--- src/rtl/cu_edge_data_read_engine_if.sv ---
// Bus bundle for the CU edge data read engine: edge job input, read command
// output, half-cacheline response input and in-order data output.
interface cu_edge_data_read_engine_if #(
  parameter int DATA_BITS     = 32,
  parameter int CL_BITS       = 1024,
  parameter int NUM_TAGS      = 8,
  parameter int EDGE_IDX_BITS = 32
);
  localparam int TAG_W = $clog2(NUM_TAGS);
  localparam int OFF_W = $clog2(CL_BITS / DATA_BITS);

  logic                     edge_valid;
  logic [EDGE_IDX_BITS-1:0] edge_dest;
  logic                     edge_ready;

  logic                     cmd_valid;
  logic [63:0]              cmd_address;
  logic [TAG_W-1:0]         cmd_tag;
  logic [OFF_W-1:0]         cmd_offset;
  logic [7:0]               cmd_cu_id;
  logic                     cmd_ready;

  logic                     rsp_valid;
  logic [TAG_W-1:0]         rsp_tag;
  logic                     rsp_half;
  logic [CL_BITS/2-1:0]     rsp_data;

  logic                     out_valid;
  logic [DATA_BITS-1:0]     out_data;
  logic                     out_ready;

  // Engine side
  modport slave (
    input  edge_valid, edge_dest, output edge_ready,
    output cmd_valid, cmd_address, cmd_tag, cmd_offset, cmd_cu_id, input cmd_ready,
    input  rsp_valid, rsp_tag, rsp_half, rsp_data,
    output out_valid, out_data, input out_ready
  );

  // Environment side
  modport master (
    output edge_valid, edge_dest, input edge_ready,
    input  cmd_valid, cmd_address, cmd_tag, cmd_offset, cmd_cu_id, output cmd_ready,
    output rsp_valid, rsp_tag, rsp_half, rsp_data,
    input  out_valid, out_data, output out_ready
  );
endinterface

--- src/rtl/cu_edge_data_read_engine.sv ---
// CU edge data read engine: one read per edge for the destination vertex
// word, tag table reassembling two half-cacheline beats per tag in any
// order, and in-order delivery of the extracted word.
// Optional build macro: CU_EDGE_DATA_SWAP_EN byte-reverses out_data in the
// output register (same latency either way).
module cu_edge_data_read_engine #(
  parameter int CU_ID         = 1,
  parameter int DATA_BITS     = 32,
  parameter int CL_BITS       = 1024,
  parameter int NUM_TAGS      = 8,
  parameter int EDGE_IDX_BITS = 32,
  parameter int CNT_BITS      = 32
) (
  input  logic                       clock,
  input  logic                       rstn,
  input  logic                       enabled_in,
  input  logic [63:0]                base_addr,
  input  logic                       count_clear,
  output logic [$clog2(NUM_TAGS):0]  outstanding,
  output logic [CNT_BITS-1:0]        pushed_count,
  output logic                       proto_error,
  cu_edge_data_read_engine_if.slave  bus
);
  localparam int TAG_W  = $clog2(NUM_TAGS);
  localparam int OFF_W  = $clog2(CL_BITS / DATA_BITS);
  localparam int SHIFT  = $clog2(DATA_BITS / 8);
  localparam logic [TAG_W:0]    FULL_CNT = (TAG_W+1)'(NUM_TAGS);
  localparam logic [TAG_W:0]    OUT_ONE  = (TAG_W+1)'(1);
  localparam logic [TAG_W-1:0]  TAG_ONE  = TAG_W'(1);
  localparam logic [CNT_BITS-1:0] CNT_ONE = CNT_BITS'(1);

  typedef enum logic [1:0] {
    S_IDLE    = 2'd0,
    S_PENDING = 2'd1,
    S_PARTIAL = 2'd2,
    S_DONE    = 2'd3
  } slot_state_e;

`ifdef CU_EDGE_DATA_SWAP_EN
  // Reverse the byte order of one data element.
  function automatic logic [DATA_BITS-1:0] byte_swap(input logic [DATA_BITS-1:0] w);
    logic [DATA_BITS-1:0] r;
    r = '0;
    for (int b = 0; b < DATA_BITS / 8; b++) begin
      r[b*8 +: 8] = w[(DATA_BITS/8-1-b)*8 +: 8];
    end
    return r;
  endfunction
`endif

  logic                   enabled_q;
  logic [TAG_W-1:0]       alloc_ptr_q;
  logic [TAG_W-1:0]       retire_ptr_q;
  logic [TAG_W:0]         outstanding_q;
  logic [TAG_W:0]         outstanding_d;
  logic                   cmd_valid_q;
  logic [63:0]            cmd_addr_q;
  logic [TAG_W-1:0]       cmd_tag_q;
  logic [OFF_W-1:0]       cmd_off_q;
  slot_state_e            state_q [NUM_TAGS];
  slot_state_e            state_d [NUM_TAGS];
  logic [NUM_TAGS-1:0]    hlo_q;
  logic [NUM_TAGS-1:0]    hlo_d;
  logic [NUM_TAGS-1:0]    hhi_q;
  logic [NUM_TAGS-1:0]    hhi_d;
  logic [OFF_W-1:0]       off_q  [NUM_TAGS];
  logic [DATA_BITS-1:0]   word_q [NUM_TAGS];
  logic                   out_valid_q;
  logic [DATA_BITS-1:0]   out_data_q;
  logic [CNT_BITS-1:0]    pushed_q;
  logic                   proto_q;

  logic                   edge_ready_s;
  logic                   accept_s;
  logic                   retire_s;
  logic                   rsp_ok_s;
  logic                   rsp_err_s;
  logic                   cap_s;
  logic                   load_s;
  logic [TAG_W-1:0]       next_head_s;
  logic [OFF_W-1:0]       rsp_off_s;
  logic [DATA_BITS-1:0]   rsp_word_s;
  logic [DATA_BITS-1:0]   load_word_s;

  // Handshakes, response classification and selection of the addressed word
  always_comb begin
    edge_ready_s = enabled_q && (outstanding_q < FULL_CNT) && (!cmd_valid_q || bus.cmd_ready);
    accept_s     = bus.edge_valid && edge_ready_s;
    retire_s     = out_valid_q && bus.out_ready;
    rsp_off_s    = off_q[bus.rsp_tag];
    if (bus.rsp_valid && ((state_q[bus.rsp_tag] == S_PENDING) || (state_q[bus.rsp_tag] == S_PARTIAL))) begin
      rsp_ok_s = bus.rsp_half ? !hhi_q[bus.rsp_tag] : !hlo_q[bus.rsp_tag];
    end else begin
      rsp_ok_s = 1'b0;
    end
    rsp_err_s  = bus.rsp_valid && !rsp_ok_s;
    cap_s      = rsp_ok_s && (bus.rsp_half == rsp_off_s[OFF_W-1]);
    rsp_word_s = bus.rsp_data[int'(rsp_off_s[OFF_W-2:0])*DATA_BITS +: DATA_BITS];
    case ({accept_s, retire_s})
      2'b10:   outstanding_d = outstanding_q + OUT_ONE;
      2'b01:   outstanding_d = outstanding_q - OUT_ONE;
      default: outstanding_d = outstanding_q;
    endcase
  end

  // Slot FSM next state: alloc, beat arrival and retire never hit the same slot
  always_comb begin
    for (int i = 0; i < NUM_TAGS; i++) begin
      state_d[i] = state_q[i];
      hlo_d[i]   = hlo_q[i];
      hhi_d[i]   = hhi_q[i];
      if (accept_s && (alloc_ptr_q == TAG_W'(i))) begin
        state_d[i] = S_PENDING;
        hlo_d[i]   = 1'b0;
        hhi_d[i]   = 1'b0;
      end else if (retire_s && (retire_ptr_q == TAG_W'(i))) begin
        state_d[i] = S_IDLE;
      end else if (rsp_ok_s && (bus.rsp_tag == TAG_W'(i))) begin
        hlo_d[i] = hlo_q[i] | !bus.rsp_half;
        hhi_d[i] = hhi_q[i] | bus.rsp_half;
        case (state_q[i])
          S_PENDING: state_d[i] = S_PARTIAL;
          S_PARTIAL: state_d[i] = S_DONE;
          default:   state_d[i] = state_q[i];
        endcase
      end else begin
        state_d[i] = state_q[i];
      end
    end
  end

  // Slot FSM outputs: load the next in-order word when the head slot is complete
  always_comb begin
    next_head_s = retire_s ? (retire_ptr_q + TAG_ONE) : retire_ptr_q;
    if (enabled_q && (!out_valid_q || retire_s) && (state_q[next_head_s] == S_DONE)) begin
      load_s = 1'b1;
    end else begin
      load_s = 1'b0;
    end
`ifdef CU_EDGE_DATA_SWAP_EN
    load_word_s = byte_swap(word_q[next_head_s]);
`else
    load_word_s = word_q[next_head_s];
`endif
  end

  // Slot FSM state register with half-arrival flags
  always_ff @(posedge clock or negedge rstn) begin
    if (!rstn) begin
      for (int i = 0; i < NUM_TAGS; i++) begin
        state_q[i] <= S_IDLE;
      end
      hlo_q <= '0;
      hhi_q <= '0;
    end else begin
      state_q <= state_d;
      hlo_q   <= hlo_d;
      hhi_q   <= hhi_d;
    end
  end

  // Slot payload: word offset at allocation, addressed word on its beat
  always_ff @(posedge clock or negedge rstn) begin
    if (!rstn) begin
      for (int i = 0; i < NUM_TAGS; i++) begin
        off_q[i]  <= '0;
        word_q[i] <= '0;
      end
    end else begin
      if (accept_s) begin
        off_q[alloc_ptr_q] <= bus.edge_dest[OFF_W-1:0];
      end
      if (cap_s) begin
        word_q[bus.rsp_tag] <= rsp_word_s;
      end
    end
  end

  // Enable register, ring pointers and in-flight count
  always_ff @(posedge clock or negedge rstn) begin
    if (!rstn) begin
      enabled_q     <= 1'b0;
      alloc_ptr_q   <= '0;
      retire_ptr_q  <= '0;
      outstanding_q <= '0;
    end else begin
      enabled_q     <= enabled_in;
      outstanding_q <= outstanding_d;
      if (accept_s) begin
        alloc_ptr_q <= alloc_ptr_q + TAG_ONE;
      end
      if (retire_s) begin
        retire_ptr_q <= retire_ptr_q + TAG_ONE;
      end
    end
  end

  // Read command register, held stable while the downstream stalls
  always_ff @(posedge clock or negedge rstn) begin
    if (!rstn) begin
      cmd_valid_q <= 1'b0;
      cmd_addr_q  <= '0;
      cmd_tag_q   <= '0;
      cmd_off_q   <= '0;
    end else if (accept_s) begin
      cmd_valid_q <= 1'b1;
      cmd_addr_q  <= base_addr + (64'(bus.edge_dest) << SHIFT);
      cmd_tag_q   <= alloc_ptr_q;
      cmd_off_q   <= bus.edge_dest[OFF_W-1:0];
    end else if (bus.cmd_ready) begin
      cmd_valid_q <= 1'b0;
    end
  end

  // In-order output register, held until the consumer accepts
  always_ff @(posedge clock or negedge rstn) begin
    if (!rstn) begin
      out_valid_q <= 1'b0;
      out_data_q  <= '0;
    end else if (load_s) begin
      out_valid_q <= 1'b1;
      out_data_q  <= load_word_s;
    end else if (retire_s) begin
      out_valid_q <= 1'b0;
    end
  end

  // Delivered-word counter and sticky protocol error
  always_ff @(posedge clock or negedge rstn) begin
    if (!rstn) begin
      pushed_q <= '0;
      proto_q  <= 1'b0;
    end else begin
      if (count_clear) begin
        pushed_q <= '0;
      end else if (retire_s) begin
        pushed_q <= pushed_q + CNT_ONE;
      end
      if (rsp_err_s) begin
        proto_q <= 1'b1;
      end
    end
  end

  assign bus.edge_ready  = edge_ready_s;
  assign bus.cmd_valid   = cmd_valid_q;
  assign bus.cmd_address = cmd_addr_q;
  assign bus.cmd_tag     = cmd_tag_q;
  assign bus.cmd_offset  = cmd_off_q;
  assign bus.cmd_cu_id   = 8'(CU_ID);
  assign bus.out_valid   = out_valid_q;
  assign bus.out_data    = out_data_q;
  assign outstanding     = outstanding_q;
  assign pushed_count    = pushed_q;
  assign proto_error     = proto_q;

endmodule

--- src/flat_wrapper.sv ---
// flat-port wrapper written by rule: the top's interface ports become plain ports
module cu_edge_data_read_engine_flat 
#(
  parameter int CU_ID         = 1,
  parameter int DATA_BITS     = 32,
  parameter int CL_BITS       = 1024,
  parameter int NUM_TAGS      = 8,
  parameter int EDGE_IDX_BITS = 32,
  parameter int CNT_BITS      = 32
)
  (clock, rstn, enabled_in, base_addr, count_clear, outstanding, pushed_count, proto_error, bus_edge_valid, bus_edge_dest, bus_edge_ready, bus_cmd_valid, bus_cmd_address, bus_cmd_tag, bus_cmd_offset, bus_cmd_cu_id, bus_cmd_ready, bus_rsp_valid, bus_rsp_tag, bus_rsp_half, bus_rsp_data, bus_out_valid, bus_out_data, bus_out_ready);
  cu_edge_data_read_engine_if #(.DATA_BITS(DATA_BITS), .CL_BITS(CL_BITS), .NUM_TAGS(NUM_TAGS), .EDGE_IDX_BITS(EDGE_IDX_BITS)) bus_i ();
  input  logic clock;
  input  logic rstn;
  input  logic enabled_in;
  input  logic [63:0] base_addr;
  input  logic count_clear;
  output logic [$clog2(NUM_TAGS):0] outstanding;
  output logic [CNT_BITS-1:0] pushed_count;
  output logic proto_error;
  input wire logic [$bits(bus_i.edge_valid)-1:0] bus_edge_valid;
  input wire logic [$bits(bus_i.edge_dest)-1:0] bus_edge_dest;
  output wire logic [$bits(bus_i.edge_ready)-1:0] bus_edge_ready;
  output wire logic [$bits(bus_i.cmd_valid)-1:0] bus_cmd_valid;
  output wire logic [$bits(bus_i.cmd_address)-1:0] bus_cmd_address;
  output wire logic [$bits(bus_i.cmd_tag)-1:0] bus_cmd_tag;
  output wire logic [$bits(bus_i.cmd_offset)-1:0] bus_cmd_offset;
  output wire logic [$bits(bus_i.cmd_cu_id)-1:0] bus_cmd_cu_id;
  input wire logic [$bits(bus_i.cmd_ready)-1:0] bus_cmd_ready;
  input wire logic [$bits(bus_i.rsp_valid)-1:0] bus_rsp_valid;
  input wire logic [$bits(bus_i.rsp_tag)-1:0] bus_rsp_tag;
  input wire logic [$bits(bus_i.rsp_half)-1:0] bus_rsp_half;
  input wire logic [$bits(bus_i.rsp_data)-1:0] bus_rsp_data;
  output wire logic [$bits(bus_i.out_valid)-1:0] bus_out_valid;
  output wire logic [$bits(bus_i.out_data)-1:0] bus_out_data;
  input wire logic [$bits(bus_i.out_ready)-1:0] bus_out_ready;
  assign bus_i.edge_valid = bus_edge_valid;
  assign bus_i.edge_dest = bus_edge_dest;
  assign bus_edge_ready = bus_i.edge_ready;
  assign bus_cmd_valid = bus_i.cmd_valid;
  assign bus_cmd_address = bus_i.cmd_address;
  assign bus_cmd_tag = bus_i.cmd_tag;
  assign bus_cmd_offset = bus_i.cmd_offset;
  assign bus_cmd_cu_id = bus_i.cmd_cu_id;
  assign bus_i.cmd_ready = bus_cmd_ready;
  assign bus_i.rsp_valid = bus_rsp_valid;
  assign bus_i.rsp_tag = bus_rsp_tag;
  assign bus_i.rsp_half = bus_rsp_half;
  assign bus_i.rsp_data = bus_rsp_data;
  assign bus_out_valid = bus_i.out_valid;
  assign bus_out_data = bus_i.out_data;
  assign bus_i.out_ready = bus_out_ready;
  cu_edge_data_read_engine #(.CU_ID(CU_ID), .DATA_BITS(DATA_BITS), .CL_BITS(CL_BITS), .NUM_TAGS(NUM_TAGS), .EDGE_IDX_BITS(EDGE_IDX_BITS), .CNT_BITS(CNT_BITS)) u_core (.clock(clock), .rstn(rstn), .enabled_in(enabled_in), .base_addr(base_addr), .count_clear(count_clear), .outstanding(outstanding), .pushed_count(pushed_count), .proto_error(proto_error), .bus(bus_i));
endmodule
--- config.mk ---
export PLATFORM = sky130hd
export DESIGN_NAME = cu_edge_data_read_engine_flat
export DESIGN_NICKNAME = d
export VERILOG_FILES = /design/src/rtl/cu_edge_data_read_engine_if.sv /design/src/rtl/cu_edge_data_read_engine.sv /design/src/flat_wrapper.sv
export SDC_FILE = /design/constraint.sdc
export NUM_CORES = 1
export LEC_CHECK = 0
export BUFFER_PORTS_ARGS = -buffer_cell sky130_fd_sc_hd__buf_2
export CORE_AREA = 2 2 297 299
export CTS_BUF_LIST = sky130_fd_sc_hd__clkbuf_4 sky130_fd_sc_hd__clkbuf_8
export DETAILED_ROUTE_END_ITERATION = 6
export DIE_AREA = 0 0 299 301
export SLEW_MARGIN = 40
export SYNTH_ARGS = -nofsm -noshare
export SYNTH_HDL_FRONTEND = slang
export SYNTH_SLANG_ARGS = --single-unit
--- constraint.sdc ---
create_clock -name clock -period 3.3 [get_ports clock]
set_input_delay 0.33 -clock clock [delete_from_list [all_inputs] [get_ports clock]]
set_output_delay 0.33 -clock clock [all_outputs]
set_load 0.01 [all_outputs]
Yosys cells after proc, flatten, opt, wreduce, memory -nomap -nowiden
Index checks and enable logic that the tools add are counted.
Storage, ports and cells
  bits in latches: 0
  memories: 0
  memory bits (read-only): 0
  logic and storage cells: 340
  bits in writable memories: 0
  output and inout port bits: 152
  register bits: 478
Operators by class
  add/subtract/negate cells: 6
  equal/unequal tests: 51
  reductions and logical operators: 91
  divide/modulo/power cells: 0
  multiply operators: 0
  bitwise operators: 19
  shift operators: 1
  muxes and demuxes: 113
  magnitude comparators: 7
Operator list (number)
  $shiftx 512x10->32: 1
  $bwmux 256: 1
  $mux 32: 5
  $bmux 32 s3: 1
  $demux 32 s3: 1
  $add 64x34->64: 1
  $mux 1: 57
  $mux 2: 28
  $bwmux 40: 1
  $eq 3x3->1 const B: 12
  $logic_and 1x1->1: 35
  $add 32x1->32 const B: 1
  $pmux 2 s2: 8
  $reduce_and 2->1: 16
  $reduce_bool 4->1: 8
  $reduce_bool 2->1: 12
  $reduce_bool 3->1: 8
  $eq 2x2->1 const B: 11
  $eq 2x1->1 const B: 10
  $eq 3x2->1 const B: 6
  $ne 2x1->1 const B: 8
  $or 1x1->1: 16
  $bmux 5 s3: 1
  $demux 5 s3: 1
  other kinds (18): 39

Longest topological paths before layout
  depth in word-level cells: 12
  gate-level depth with buffers: 16

Least setup slack after synthesis
Ideal clock, no wire load.
  path kind: register -> register
  from: register u_core.cmd_valid_q (netlist: u_core.bus.cmd_valid)
  to: register u_core.outstanding_q[3] (netlist: u_core.outstanding[3])
  buffers on the path: 5
  cell stages (with the launch flop): 17
  slack: -0.119 ns
  arrival time: 3.293 ns
  library setup time: 0.126 ns
  cells stage by stage: dfrtp_1 nor2b_1 nor3b_1 and2_1 clkbuf_1 inv_1 clkbuf_1 clkbuf_1 clkbuf_1 buf_1 ha_1 ha_1 a21o_1 a21oi_1 xnor2_1 nor2_1 xor2_1
On the way
  word-level cells in the longest chain between the ends: 6
  elaborated cells on any way between the ends: 8
RTL lines
  start: declaration: RTL line cu_edge_data_read_engine.sv:56  | logic cmd_valid_q;
  start signal: assignment: RTL line cu_edge_data_read_engine.sv:201  | cmd_valid_q <= 1'b0;
  start signal: assignment: RTL line cu_edge_data_read_engine.sv:206  | cmd_valid_q <= 1'b1;
  start signal: assignment: RTL line cu_edge_data_read_engine.sv:211  | cmd_valid_q <= 1'b0;
  $logic_not 1->1 *: RTL line cu_edge_data_read_engine.sv:87  | edge_ready_s = enabled_q && (outstanding_q < FULL_CNT) && (!cmd_valid_q || bus.cmd_ready);
  $logic_or 1x1->1 *: RTL line cu_edge_data_read_engine.sv:87
  $logic_and 1x1->1 *: RTL line cu_edge_data_read_engine.sv:87
  net bus_edge_ready: RTL line flat_wrapper.sv:23  | output wire logic [$bits(bus_i.edge_ready)-1:0] bus_edge_ready;
  $logic_and 1x1->1 *: RTL line cu_edge_data_read_engine.sv:88  | accept_s = bus.edge_valid && edge_ready_s;
  $eq 2x1->1 / $eq 2x2->1 (equally long branches): RTL line cu_edge_data_read_engine.sv:99  | case ({accept_s, retire_s})
  $pmux 4 s2 / $reduce_bool 2->1 (equally long branches)
  end signal: assignment: RTL line cu_edge_data_read_engine.sv:188  | outstanding_q <= outstanding_d;
  end: declaration: RTL line cu_edge_data_read_engine.sv:54  | logic [TAG_W:0] outstanding_q;
The timed path passes the listed nets; every way through them passes the cells marked *.
A chain may end at the register's enable or synchronous reset.

Final worst setup path
  from: input port bus_edge_dest[0]
  to: register u_core.cmd_addr_q[48] (netlist: u_core.bus.cmd_address[48])
On the way
  word-level cells in the longest chain between the ends: 1
RTL lines
  start: declaration: RTL line flat_wrapper.sv:22  | input wire logic [$bits(bus_i.edge_dest)-1:0] bus_edge_dest;
  $add 64x34->64: RTL line cu_edge_data_read_engine.sv:207  | cmd_addr_q <= base_addr + (64'(bus.edge_dest) << SHIFT);
  end signal: assignment: RTL line cu_edge_data_read_engine.sv:207
  end: declaration: RTL line cu_edge_data_read_engine.sv:57  | logic [63:0] cmd_addr_q;
Every way passes these cells.

==> out/metrics.csv <==
metric,value,unit
grt_max_degree,130,
viasPerCell,5.68,
drtIter0Drc,3583,
synthFlopType,dfrtp_1,
rsz0062_at_grt,no,
start_kind,input pin,
cts.sinks,478,
overflow,0,
core,86500,µm²
synth_edf_count,0,
dpl.hpwl,99000,µm
path_class,in2reg,
min_period,3110,ps
syn_area,30600,µm²
die_area,90000,µm²
synth_cells,3701,
io_pins,772,
max-cap-violations,0,
yosys_register_bits,478,
syn2layout_area_growth,29.0,%
cts_tree,built,
cts-root-buf,clkbuf_8,
place_area,37000,µm²
drive_above_1_share,0.295,
crit_arrival,3710,ps
required,3900,ps
holdPathStages,3,
status,completed,
setup_viol,0,
vdd_drop_max,0.000463,V
tightest_slew,776,ps
avgSynthCellArea,8.26,µm²
num-fill-cells,8679,
drc,0,
fin_hold_ws,58.6,ps
worst_setup_path_end_kind,flip-flop,
antenna_found_initial,28,
final_cells,5774,
yosys_warnings,0,
routabilityCongestion,0.955,
routed-via-count,32793,
setup_ws,190,ps
hp-class,in2reg,
p_per_area,903,nW/µm²
whs_endpoint,u_core.hhi_q[6],
clk_pin_slew,60,ps
timing.rr.end,u_core.word_q[15],
critPathMaxFanout,7,
ant_nets,0,
grt_pass1_wl,202000,µm
r2r_slack,330,ps
clockBufferDepth,3,
dpl.cell_count,5552,
fin_nets,5207,
leakage,18.3,nW
h-tree-depth,3,
reg2reg_from,u_core.off_q[5],
max_slew_margin,0.479,
setup_tns,0,ps
fp-row-count,108,
yosys.cell_types.count,75,
wire_per_inst,23.8,µm
pre_cts_slack,182,ps
ys_async_sr_fraction,1.00,
clock.fmax,322,MHz
grt_pass1_vias,31449,
drv_slew,0,
clock_skew,47.1,ps
rr_worst_depth,8,
drt-total-wl,138000,µm
dr.pass1.iters,6,
die_w,299,µm
finalPower,35.6,mW
grt_usage,0.296,
final_hold_viol_count,0,
start_util,0.354,
portBuffers,763,
cts_made_buffers,85,
yosysSeqAreaShare,0.391,
post-route-cell-area,39400,µm²
post-route-util,0.456,
holdCritStartpoint,bus_rsp_half,
die_h,301,µm
fin_crit_sh,0.943,
post_cts_buffers,0,
clock_latency,710,ps
==> logic make-up after synthesis <==
group / share of synthesized area
AO/OA/AOI/OAI: 0.183
XOR/XNOR: 0.0249
adder cells (fa/ha/maj): 0.0242
buffers and inverters: 0.0501
flip-flops: 0.391
multiplexers: 0.0696
other: 0.000246
AND/OR/NAND/NOR: 0.257
==> layout make-up <==
| class | instances | area [µm²] | area share |
|---|---|---|---|
| multi-input combinational | 2910 | 17200 | 0.436 |
| sequential | 478 | 12000 | 0.303 |
| timing repair buffer | 1014 | 6680 | 0.169 |
| clock buffer | 136 | 1750 | 0.0443 |
| tap | 1155 | 1450 | 0.0366 |
| clock inverter | 19 | 200 | 0.00508 |
| inverter | 40 | 154 | 0.00390 |
| antenna | 22 | 55.1 | 0.00140 |
==> how the worst max path moves through the flow <==
stage,start,end,cells past startpoint
3_3_place_gp,bus_edge_dest[1],u_core.bus.cmd_address[56],11
2_1_floorplan,u_core.bus.cmd_valid,u_core.outstanding[3],16
3_5_place_dp,bus_rsp_tag[0],u_core.word_q[204],8
6_report,bus_edge_dest[0],u_core.bus.cmd_address[48],14
5_1_grt,bus_edge_dest[1],u_core.bus.cmd_address[48],13
4_1_cts,bus_edge_dest[1],u_core.bus.cmd_address[48],13
==> cell usage in the layout, fill, tap and decap left out, types with 38 or more instances in the layout <==
master           n
a21oi_1        316
buf_12          66
buf_2          761
buf_4          139
clkbuf_8       116
dfrtp_1        478
dlygate4sd3_1   44
ha_1            56
mux2_2          72
mux4_2          50
nand2_1        901
nand3_1        366
nor2_1         345
o21ai_0        116
o221ai_1       239
xnor2_1         38
xor2_1          44
==> worst max-delay path: stages <==
cell	delay, ps
dlygate4sd3_1	560
buf_2	140
ha_1	160
inv_1	50
fa_1	400
nor2b_1	170
o2111ai_1	180
a211oi_2	320
o211ai_1	180
a21oi_2	240
nor2_2	110
o211ai_1	210
dlygate4sd3_1	580
nand3_1	70
==> synthesized netlist by cell type, types with 25 or more instances <==
master | n | area share
inv_1 | 36 | 0.0044
o221ai_1 | 239 | 0.068
mux2_2 | 73 | 0.027
nor2_1 | 348 | 0.043
buf_6 | 25 | 0.0092
mux4_2 | 50 | 0.037
clkbuf_1 | 165 | 0.020
nand2_1 | 902 | 0.11
xor2_1 | 44 | 0.013
ha_1 | 56 | 0.023
xnor2_1 | 38 | 0.011
nand3_1 | 366 | 0.060
o21ai_1 | 36 | 0.0059
nand4_2 | 32 | 0.013
o21ai_0 | 117 | 0.019
buf_2 | 59 | 0.0097
dfrtp_1 | 478 | 0.39
a21oi_1 | 317 | 0.052
==> registers in the layout, indices dropped and copies added (netlist names), 3 cells and up <==
name / cells
u_core.retire_ptr_q: 3
u_core.bus.cmd_tag: 3
u_core.state_q: 16
u_core.bus.cmd_address: 64
u_core.hhi_q: 8
u_core.outstanding: 4
u_core.hlo_q: 8
u_core.bus.cmd_offset: 5
u_core.off_q: 40
u_core.word_q: 256
u_core.pushed_count: 32
u_core.alloc_ptr_q: 3
u_core.bus.out_data: 32
==> report_power, final <==
| group | total [mW] | switching (mW) | internal, mW |
|---|---|---|---|
| registers | 9.74 | 1.48 | 8.26 |
| clock network | 6.34 | 2.73 | 3.60 |
| logic | 19.5 | 12.5 | 7.03 |
==> layer usage <==
metal,vias to the layer above,track usage,share of wire
met5,-,0,0.00017
met4,4,0.135,0.047
met3,307,0.0631,0.093
met2,1774,0.460,0.45
met1,15792,0.396,0.41
li1,14916,-,-
==> what timing repair did <==
action,4_1_cts,5_1_grt
resized for setup,0,4
endpoints found under the setup margin,0,1
endpoints found under the hold margin,134,0
hold buffers,44,0
Note: power is estimated with default switching activity, not from simulation.
